File: config.mk
export PLATFORM = sky130hd
export DESIGN_NAME = gpr_file_sb
export DESIGN_NICKNAME = d
export VERILOG_FILES = /design/src/rtl/gpr_file_sb.sv
export SDC_FILE = /design/constraint.sdc
export NUM_CORES = 1
export LEC_CHECK = 0
export ABC_AREA = 1
export CAP_MARGIN = 20
export CORE_MARGIN = 10
export CORE_UTILIZATION = 40
export CTS_CLUSTER_DIAMETER = 150
export DETAILED_ROUTE_END_ITERATION = 6
export GPL_TIMING_DRIVEN = 0
export HOLD_SLACK_MARGIN = 0.05
export PLACE_DENSITY = 0.61
export SETUP_SLACK_MARGIN = 0.05
export SYNTH_ARGS = -nofsm -noshare
export SYNTH_HDL_FRONTEND = slang
export SYNTH_SLANG_ARGS = --single-unit
File: constraint.sdc
create_clock -name clk -period 11.1 [get_ports clk]
set_input_delay 3.33 -clock clk [delete_from_list [all_inputs] [get_ports clk]]
set_output_delay 3.33 -clock clk [all_outputs]
set_load 0.1 [all_outputs]
File: src/rtl/gpr_file_sb.sv
// gpr_file_sb: NUM_REGS x DATA_W register file, two registered read ports,
// one write port with same-cycle bypass, a multiply-high register and a
// pending-write scoreboard.
// Ports: clk/rst (async, active-high); rd_en/rs_a/rs_b -> rd_a_data,
// rd_b_data, rd_valid; wr_en/wr_addr/wr_data; hi_wr_en/hi_wr_data -> hi_out;
// rsv_en/rsv_addr; busy_a/busy_b = pending[rs_a]/pending[rs_b].
// Option: define GPR_ZERO_REG_EN to hardwire GPR[0] to zero.
module gpr_file_sb #(
  parameter int DATA_W = 8,
  parameter int NUM_REGS = 8,
  localparam int ADDR_W = $clog2(NUM_REGS)
) (
  input  logic              clk,
  input  logic              rst,
  input  logic              rd_en,
  input  logic [ADDR_W-1:0] rs_a,
  input  logic [ADDR_W-1:0] rs_b,
  output logic [DATA_W-1:0] rd_a_data,
  output logic [DATA_W-1:0] rd_b_data,
  output logic              rd_valid,
  input  logic              wr_en,
  input  logic [ADDR_W-1:0] wr_addr,
  input  logic [DATA_W-1:0] wr_data,
  input  logic              hi_wr_en,
  input  logic [DATA_W-1:0] hi_wr_data,
  output logic [DATA_W-1:0] hi_out,
  input  logic              rsv_en,
  input  logic [ADDR_W-1:0] rsv_addr,
  output logic              busy_a,
  output logic              busy_b
);

  logic [DATA_W-1:0]   regs [NUM_REGS];
  logic [NUM_REGS-1:0] pending;
  logic [NUM_REGS-1:0] pendNext;
  logic                wrOk;
  logic                rsvOk;
  logic [DATA_W-1:0]   nextA;
  logic [DATA_W-1:0]   nextB;

`ifdef GPR_ZERO_REG_EN
  assign wrOk  = wr_en && (wr_addr != '0);
  assign rsvOk = rsv_en && (rsv_addr != '0);
`else
  assign wrOk  = wr_en;
  assign rsvOk = rsv_en;
`endif

  // Read muxes with write bypass so a same-cycle write is never stale.
  always_comb begin
    nextA = regs[rs_a];
    nextB = regs[rs_b];
    if (wrOk && (rs_a == wr_addr)) nextA = wr_data;
    if (wrOk && (rs_b == wr_addr)) nextB = wr_data;
`ifdef GPR_ZERO_REG_EN
    if (rs_a == '0) nextA = '0;
    if (rs_b == '0) nextB = '0;
`endif
  end

  // A new reservation wins over a completing write to the same index.
  always_comb begin
    pendNext = pending;
    if (wrOk) pendNext[wr_addr] = 1'b0;
    if (rsvOk) pendNext[rsv_addr] = 1'b1;
  end

  // Busy reflects state before the edge; clears are not forwarded.
  assign busy_a = pending[rs_a];
  assign busy_b = pending[rs_b];

  always_ff @(posedge clk or posedge rst) begin
    if (rst) begin
      regs <= '{default: '0};
    end else if (wrOk) begin
      regs[wr_addr] <= wr_data;
    end
  end

  always_ff @(posedge clk or posedge rst) begin
    if (rst) begin
      rd_a_data <= '0;
      rd_b_data <= '0;
      rd_valid  <= 1'b0;
    end else begin
      rd_valid <= rd_en;
      if (rd_en) begin
        rd_a_data <= nextA;
        rd_b_data <= nextB;
      end
    end
  end

  always_ff @(posedge clk or posedge rst) begin
    if (rst) begin
      hi_out <= '0;
    end else if (hi_wr_en) begin
      hi_out <= hi_wr_data;
    end
  end

  always_ff @(posedge clk or posedge rst) begin
    if (rst) begin
      pending <= '0;
    end else begin
      pending <= pendNext;
    end
  end

endmodule

== Word-level counts from Yosys, hierarchy flattened ==
Cells that the tools add are included.

* Equality and inequality tests: 2
* Reduce and logical (&&, ||, !) cells: 5
* Muxes and demuxes: 21
* Order comparisons: 10
* Bitwise logic cells: 6

{| class="wikitable"
|+ Operators by type and width
! kind !! count
|-
| $mux 8 || 9
|-
| $bwmux 64 || 1
|-
| $bmux 8 s3 || 2
|-
| $demux 8 s3 || 1
|-
| $lt 3x4->1 const B || 4
|-
| $ge 4x4->1 const B || 3
|-
| $not 3->4 || 3
|-
| $and 8x8->8 || 1
|-
| $not 8->8 || 1
|-
| $or 8x8->8 || 1
|-
| $bmux 1 s3 || 2
|-
| $demux 1 s3 || 2
|-
| $eq 3x3->1 || 2
|-
| $ge 3x1->1 const B || 2
|-
| $logic_and 1x1->1 || 5
|-
| $lt 4x1->1 const B || 1
|-
| $mux 1 || 4
|}

* Word-level logic and storage cells: 57
* Input port bits: 34
* Output and inout bits: 27
* Register bits: 97

== Depth between registers and ports, before layout ==
* Depth after elaboration: 9
* Depth in mapped cells: 9
* Depth with buffers taken out: 8

== Least setup slack after synthesis ==
Ideal clock, no wire load.

* Kind: input-to-output
* Start point: input rs_b[0]
* End point: output busy_b
* Path slack: 3.143 ns
* Arrival time: 4.627 ns
* Buffers on the path: 2
* Data required time: 7.770 ns
* Stages: 6
* Cell sequence: buf_2 > clkbuf_1 > o21ai_0 > o21ai_0 > nand2_1 > nand2_1

* Word-level cells in the longest chain between the ends: 2

{| class="wikitable"
|+ Ends and longest elaborated chain
! element !! line !! text
|-
| from (decl) || 17 || <nowiki>input logic [ADDR_W-1:0] rs_b,</nowiki>
|-
| $bmux 1 s3 || 70 || <nowiki>assign busy_b = pending[rs_b];</nowiki>
|-
| $mux 1 (not written as such) || 70 ||
|-
| to (decl) || 30 || <nowiki>output logic busy_b</nowiki>
|}

No other way between the ends. The select of a mux whose other input is x is not followed.

== Worst setup path after layout ==
* Start point: input rs_a[1]
* End point: output busy_a

* Word-level cells in the longest chain between the ends: 2

{| class="wikitable"
|+ Ends and longest elaborated chain
! element !! line !! text
|-
| from (decl) || 16 || <nowiki>input logic [ADDR_W-1:0] rs_a,</nowiki>
|-
| $bmux 1 s3 || 69 || <nowiki>assign busy_a = pending[rs_a];</nowiki>
|-
| $mux 1 (not written as such) || 69 ||
|-
| to (decl) || 29 || <nowiki>output logic busy_a,</nowiki>
|}

No other way between the ends. The select of a mux whose other input is x is not followed.

==> summary by stage <==
Outcome
The flow ran to the end, and the final reports show no timing, DRC or antenna violations.

Synthesis
Synthesis produced a netlist with a net count of 783. During synthesis, Yosys emitted a total of 0 warnings. The cell count after synthesis came out at 749. In this run the cell area of the synthesized design comes to 0.00530 sq mm. The fraction of the yosys area taken by sequential cells is 0.458. In this run, distinct cell masters in the synthesized netlist total 18. The most used flip-flop cell after synthesis is dfrtp_1. The average instance in the mapped netlist occupies 7.07 sq um. For this run, asynchronously set or reset flops after synthesis account for 1.00. Yosys mapped a number of flops with a built-in enable equal to 0. After synthesis the netlist holds a flip-flop and latch count of 97.

Timing
The final critical delay including setup and external delays is 9.36 ns. Setup violations remaining at the end of the flow were counted as 0. For the final database, setup skew stands at 0.00954 ns. The total negative slack for setup checks is 0 ns.

The max-slew headroom at the worst pin is 0.339. The worst setup margin is 1.74 ns. The number of max-slew violations in the final report is 0. Based on the critical path, the design can be clocked at up to 107 MHz. The share of the clock period used by the worst path after layout is 0.843. The slew at the pin closest to its max-slew limit is 0.988 ns. Setup repair after global routing left no endpoint under its margin. The final hold violation count was 0.

Run
The number of violations of the max-capacitance limit is 0.

Worst setup path
The slowest library cell on the worst path is clkdlybuf4s50_1. Data on the critical path is required at its endpoint by 7.77 ns. The critical path goes through clkdlybuf4s50_1 -> clkbuf_1 -> o21ai_0 -> o21ai_0 -> nand2_1 -> nand2_1 -> clkdlybuf4s50_1. Along the worst path, the maximum fanout reaches 10.

The element type at the critical path start is an input pin. The startpoint-to-endpoint class of the critical path is input pin to primary output. Data on the critical path arrives at its endpoint at 6.03 ns. The number of cells on the worst reg-to-reg path is 6. The setup slack of the most critical reg-to-reg path is 10.02 ns. STA classifies the critical path endpoint as a primary output. For this run, the slowest stage of the critical path takes 1.14 ns.

Place
The detailed placement HPWL is 12700 um. Port buffering added 53 buffers. The worst-case setup slack after placement is 1.75 ns.

At the end of routability-driven placement, the weighted congestion stood at 0.937.

Pwr
The design draws 1.12 mW. The leakage power is 3.04 nW. The maximum ir drop on the vdd rail is 0.0000906 V. The power per standard cell area is 176 mW/mm^2.

Min path
Along the worst hold path, the cell count comes to 2. The worst min-delay path class is flip-flop to flip-flop.

Clock tree
CTS placed an instance of clkbuf_16 at the clock tree root. The number of buffers inserted during clock tree synthesis is 9. At the later pin of the worst-skew pair, clock insertion delay measures 0.36 ns.

The count of instances resized after the clock tree is built is 0. The number of clock sinks is 97. The total number of H-tree levels is 3. The buffer levels on the longest clock path is 2. The clock tree from TritonCTS is done. Hold repair after CTS inserted 0 buffers.

The clock edge transition at the registers on the reported setup and hold paths is 0.06 ns. In this run the post-CTS setup repair buffer count came out at 0.

Global routing
The total routing resource utilization after global routing is 0.192. After global routing the overflow that remains totals 0. Entering global routing, the biggest net connects 64 pins.

The number of global-route vias before repair is 5133. The wire length of the first global-routing pass is 27600 um. The number of antenna violations at the first check in global routing is 0.

Final layout
For this run, the share of the core covered by cells in the final layout is 0.498. The fill cell total of the finished layout is 1281. The number of nets in the layout is 848.

The number of inserted diodes is 0. Of the cells placed in the final design, the portion with a size suffix greater than 1 is 0.0842. Compared with the post-synthesis result, the final layout area differs by 20.1%.

Floorplan
The die outline area is 0.0182 sq mm. The I/O pin count is 61. The floorplan die width is 135 um. The starting density of the core is 0.415. Row generation in the floorplan step produced 41 rows. After floorplanning, the core was sized to cover 0.0128 sq mm. The die height is 135 um.

Routing
For this run, design rule violations remaining after detail routing come to 0. The average via count per standard cell is 5.28. Dividing the detail-routed wire length by the instance count gives 17.1 um. In this run the remaining antenna-violating nets after routing total 0.

The violation count after the first detailed-route iteration is 571. The final wirelength is 17000 um. The pre-antenna-repair detailed-routing pass consisted of 6 iterations. The routed layout has 5229 vias.
[kinds of logic after synthesis]
family	Yosys count	synth area share
AOI/OAI and AO/OA	105	0.0997
buffers and inverters	120	0.0914
DFF	97	0.458
muxes	8	0.0170
and+or+nand+nor	419	0.333
[cell type report]
cell class | instances | area [sq um] | share of cell area
well taps | 172 | 215 | 0.0338
clock inverters | 5 | 56.3 | 0.00885
flip-flops and latches | 97 | 2430 | 0.382
inverters | 80 | 303 | 0.0476
clock buffers | 11 | 233 | 0.0366
repair buffers | 54 | 558 | 0.0877
multi-input cells | 532 | 2380 | 0.375
plain buffers | 40 | 184 | 0.0289
[flip-flops by register name, summed over array words and instances (netlist names)]
| signal | cells |
|---|---|
| rd_valid | 1 |
| pending | 8 |
| rd_b_data | 8 |
| rd_a_data | 8 |
| hi_out | 8 |
| regs | 64 |
[synthesized netlist by cell type, types with 3 or more instances]
master / count / share of area
a21oi_1: 15 / 0.014
buf_2: 24 / 0.023
clkbuf_1: 15 / 0.011
clkinv_1: 3 / 0.0021
dfrtp_1: 97 / 0.46
inv_1: 65 / 0.046
inv_2: 12 / 0.0085
mux2_2: 8 / 0.017
nand2_1: 250 / 0.18
nand3_1: 122 / 0.12
nor2_1: 39 / 0.028
nor2_4: 4 / 0.0085
o21ai_0: 24 / 0.023
o21ai_1: 64 / 0.060
[critical path: cells and delay by family]
family,cells,cell delay (ns)
AND/OR/NAND/NOR,2,0.13
AO/OA/AOI/OAI,2,0.36
buffers and inverters,3,2.21
[layer usage]
metal | GRT usage | wire length, um | vias to the layer above
met4 | 0.0766 | 423 | 0
met3 | 0.0371 | 871 | 36
li1 | - | - | 2520
met1 | 0.244 | 7560 | 2501
met5 | 0 | 0 | -
met2 | 0.315 | 8130 | 172
[worst paths after layout]
path	from	to
max	rs_a[1]	busy_a
min	rd_b_data[1]	rd_b_data[1]
max reg2reg	regs[35]	rd_a_data[3]
min reg2reg	rd_b_data[1]	rd_b_data[1]
max in group asynchronous	rst	rd_a_data[3]
min in group asynchronous	rst	pending[4]
[stage by stage]
stage | hold WS (ns) | cells | instance area [sq um]
3_5_place_dp | 0.480 | 975 | 6070
5_1_grt | 0.526 | 991 | 6360
2_1_floorplan | 0.464 | 749 | 5300
3_3_place_gp | 0.486 | 974 | 6040
4_1_cts | 0.496 | 991 | 6360
6_report | 0.490 | 991 | 6360
[power breakdown]
part	switching (mW)	internal, mW	total, mW
sequential	0.0377	0.418	0.456
combinational	0.247	0.101	0.348
clock	0.139	0.174	0.314
total	0.424	0.694	1.12
[cell usage in the layout, fill, tap and decap left out, types with 2 or more instances in the layout]
cell	n
nor2_4	4
a21oi_1	15
dfrtp_1	97
o21ai_0	24
inv_2	12
nand2_2	2
clkbuf_1	17
nand2_1	250
clkdlybuf4s50_1	53
o22ai_1	2
nand3_1	122
inv_1	64
mux2_2	8
buf_2	24
o21ai_1	64
clkinv_2	2
clkbuf_16	9
nor2_1	39
nor2_2	2
clkinv_1	3
Note: power is estimated with default switching activity, not from simulation.
==> RTL edit, RTL diff (config.mk and constraints unchanged) <==
The parameter `NUM_REGS` goes from 8 to 4.
--- a/src/rtl/gpr_file_sb.sv
+++ b/src/rtl/gpr_file_sb.sv
@@ -7,7 +7,7 @@
 // Option: define GPR_ZERO_REG_EN to hardwire GPR[0] to zero.
 module gpr_file_sb #(
   parameter int DATA_W = 8,
-  parameter int NUM_REGS = 8,
+  parameter int NUM_REGS = 4,
   localparam int ADDR_W = $clog2(NUM_REGS)
 ) (
   input  logic              clk,
Ports: changed (resized rs_a, rs_b, rsv_addr and wr_addr); port bits go from 61 to 57. The function was not compared with the original's and may differ.
==> RTL edit against the unedited design <==
Clock skew fell by 0.0026 ns; sequential share of layout area fell by 0.41 points; worst setup slack improved by 0.25 ns; routed wire length fell by 45%; sequential cell count fell by 36; core utilization rose by 2.8 points; total power fell by 35%; register-to-register slack improved by 0.04 ns; design area fell by 36%; synthesized area fell by 40%; critical path type unchanged; largest power group unchanged.
==> RTL edit: results (changes against the unedited design) <==
status -> complete, no violations
largest net degree at the start of global routing -> 37 (-42%)
Worst-path clk slew -> 0.06 ns (about the same)
global-route wire length before repair -> 15100 um (-45%)
critical path arrival -> 5.78 ns (-0.25 ns)
Final HPWL DP -> 6820 um (-46%)
GP Congestion -> 0.880 (-6.0%)
Synth top cells by count -> 174 x nand2_1, 66 x nand3_1, 61 x dfrtp_1, 40 x o21ai_0, 15 x inv_1
Reg with most FFs -> regs
n_diodes -> 0 (unchanged)
Placement Setup Slack -> 2.01 ns (+0.259 ns)
crit-path max FO -> 10 (unchanged)
Max stage delay cell, worst path -> clkdlybuf4s50_1
starting DRC count in detailed routing -> 205 (-64%)
Pre-antenna DRT Iters -> 5 (-1)
Worst-Margin Slew -> 0.983 ns (-0.00471 ns)
clock skew -> 0.00690 ns (-0.00264 ns)
synthesized netlist cell count -> 403 (-46%)
IO buf count -> 53 (unchanged)
top post-synthesis cells by area -> dfrtp_1 48%, nand2_1 21%, nand3_1 10%
Max stage delay on crit path -> 1.17 ns (+0.03 ns)
worst reg2reg path depth -> 6 (unchanged)
max FFs per register -> 32 (-50%)
Hold Crit Depth -> 2 (unchanged)
post-CTS sizing -> 0 (unchanged)
yosys warns -> 0 (unchanged)
fin cells -> 575 (-42%)
layout cells sized above 1 -> 11.0% (+2.6 points)
Post-CTS Setup Bufs -> 0 (unchanged)
Pleak -> 1.96 nW (-36%)
Via density -> 5.16 (-2.2%)
clk_lat worst skew -> 0.35 ns
Yosys cell types -> 19 (+1)
CTS H-Tree Depth -> 3 (unchanged)
clock buffer depth -> 2 (unchanged)
initial antenna violation count -> 0 (unchanged)
FILL cells -> 765 (-40%)
CTS Buf Count -> 9 (unchanged)
GRT Total Usage -> 16.5% (-2.8 points)
Seq/Total Area, Yosys -> 48.4% (+2.6 points)
vias in the first global route -> 2968 (-42%)
WL final -> 9290 um (-45%)
top_reg_cell synth -> dfrtp_1
Syn Nets -> 433 (-45%)
placed cell count -> 559 (-43%)
worst IR drop on VDD -> 0.0000661 V (-27%)
clock root cell -> clkbuf_8
Total Nets Final -> 498 (-41%)
total power draw -> 731 uW (-35%)
-- RTL edit: cell types whose count changed after synthesis, sizes merged --
| cell | unedited run | this run |
|---|---|---|
| buf | 25 | 15 |
| xnor2 | 0 | 1 |
| inv | 77 | 20 |
| a21oi | 15 | 0 |
| clkbuf | 15 | 3 |
| o21ai | 88 | 40 |
| nand3 | 122 | 66 |
| nor2 | 45 | 10 |
| dfrtp | 97 | 61 |
| nand2 | 252 | 176 |
| clkinv | 3 | 1 |
-- RTL edit: area by class of cell --
class / instances / area, um^2 / share of cell area [%]
timing repair buffer: 54 / 551 / 13.6
clock buffer: 13 / 169 / 4.18
inverter: 21 / 78.8 / 1.95
multi-input combinational: 303 / 1410 / 34.8
tap: 102 / 128 / 3.16
clock inverter: 3 / 42.5 / 1.05
buffer: 18 / 143 / 3.53
sequential: 61 / 1530 / 37.8
-- RTL edit: power by group --
part	internal [mW]	total, mW	switching, mW
Combinational	0.0667	0.239	0.172
Clock	0.122	0.212	0.0903
Sequential	0.256	0.280	0.0244
-- RTL edit: kinds of logic (layout without fill, tap and decap cells) --
kind of cell	after synthesis	count (layout)	share of synthesized area (%)
compound gates	42	42	6.75
xor+xnor	1	1	0.516
buf+inv	39	109	7.02
flops	61	61	48.4
mux	8	8	2.86
simple gates	252	252	34.4
-- RTL edit: worst paths after layout --
path | end | start | slack [ns]
worst max-delay path | busy_b | rs_b[0] | 1.99
worst min-delay path | rd_a_data[4] | rd_a_data[4] | 0.48
max in group asynchronous | regs[27] | rst | 7.15
worst max register to register | rd_b_data[7] | regs[23] | 10.06
min in group asynchronous | rd_a_data[6] | rst | 3.36
worst min register to register | rd_a_data[4] | rd_a_data[4] | 0.48
-- RTL edit: routing by layer --
layer  wire length (um)  global-route usage, %  share of wire (%)  vias to the layer above
li1                   -                      -                  -                     1431
met1               4100                   20.2                 44                     1421
met2               4460                   26.9                 48                       97
met3                507                   4.19                5.5                       18
met4                223                   7.06                2.4                        0
met5                  0                      0                  0                        -
-- RTL edit: through the flow --
step                      cell area [um^2]  hold slack [ns]
final                                 4040            0.480
after global routing                  4040            0.500
after CTS                             4040            0.486
after detailed placement              3830            0.469
after global placement                3810            0.466
after floorplan                       3150            0.464
-- RTL edit: worst register-to-register path: cells and delay by family, from the launching register on --
kind | cells | cell delay [ns]
simple gates | 6 | 0.53
flops | 1 | 0.41
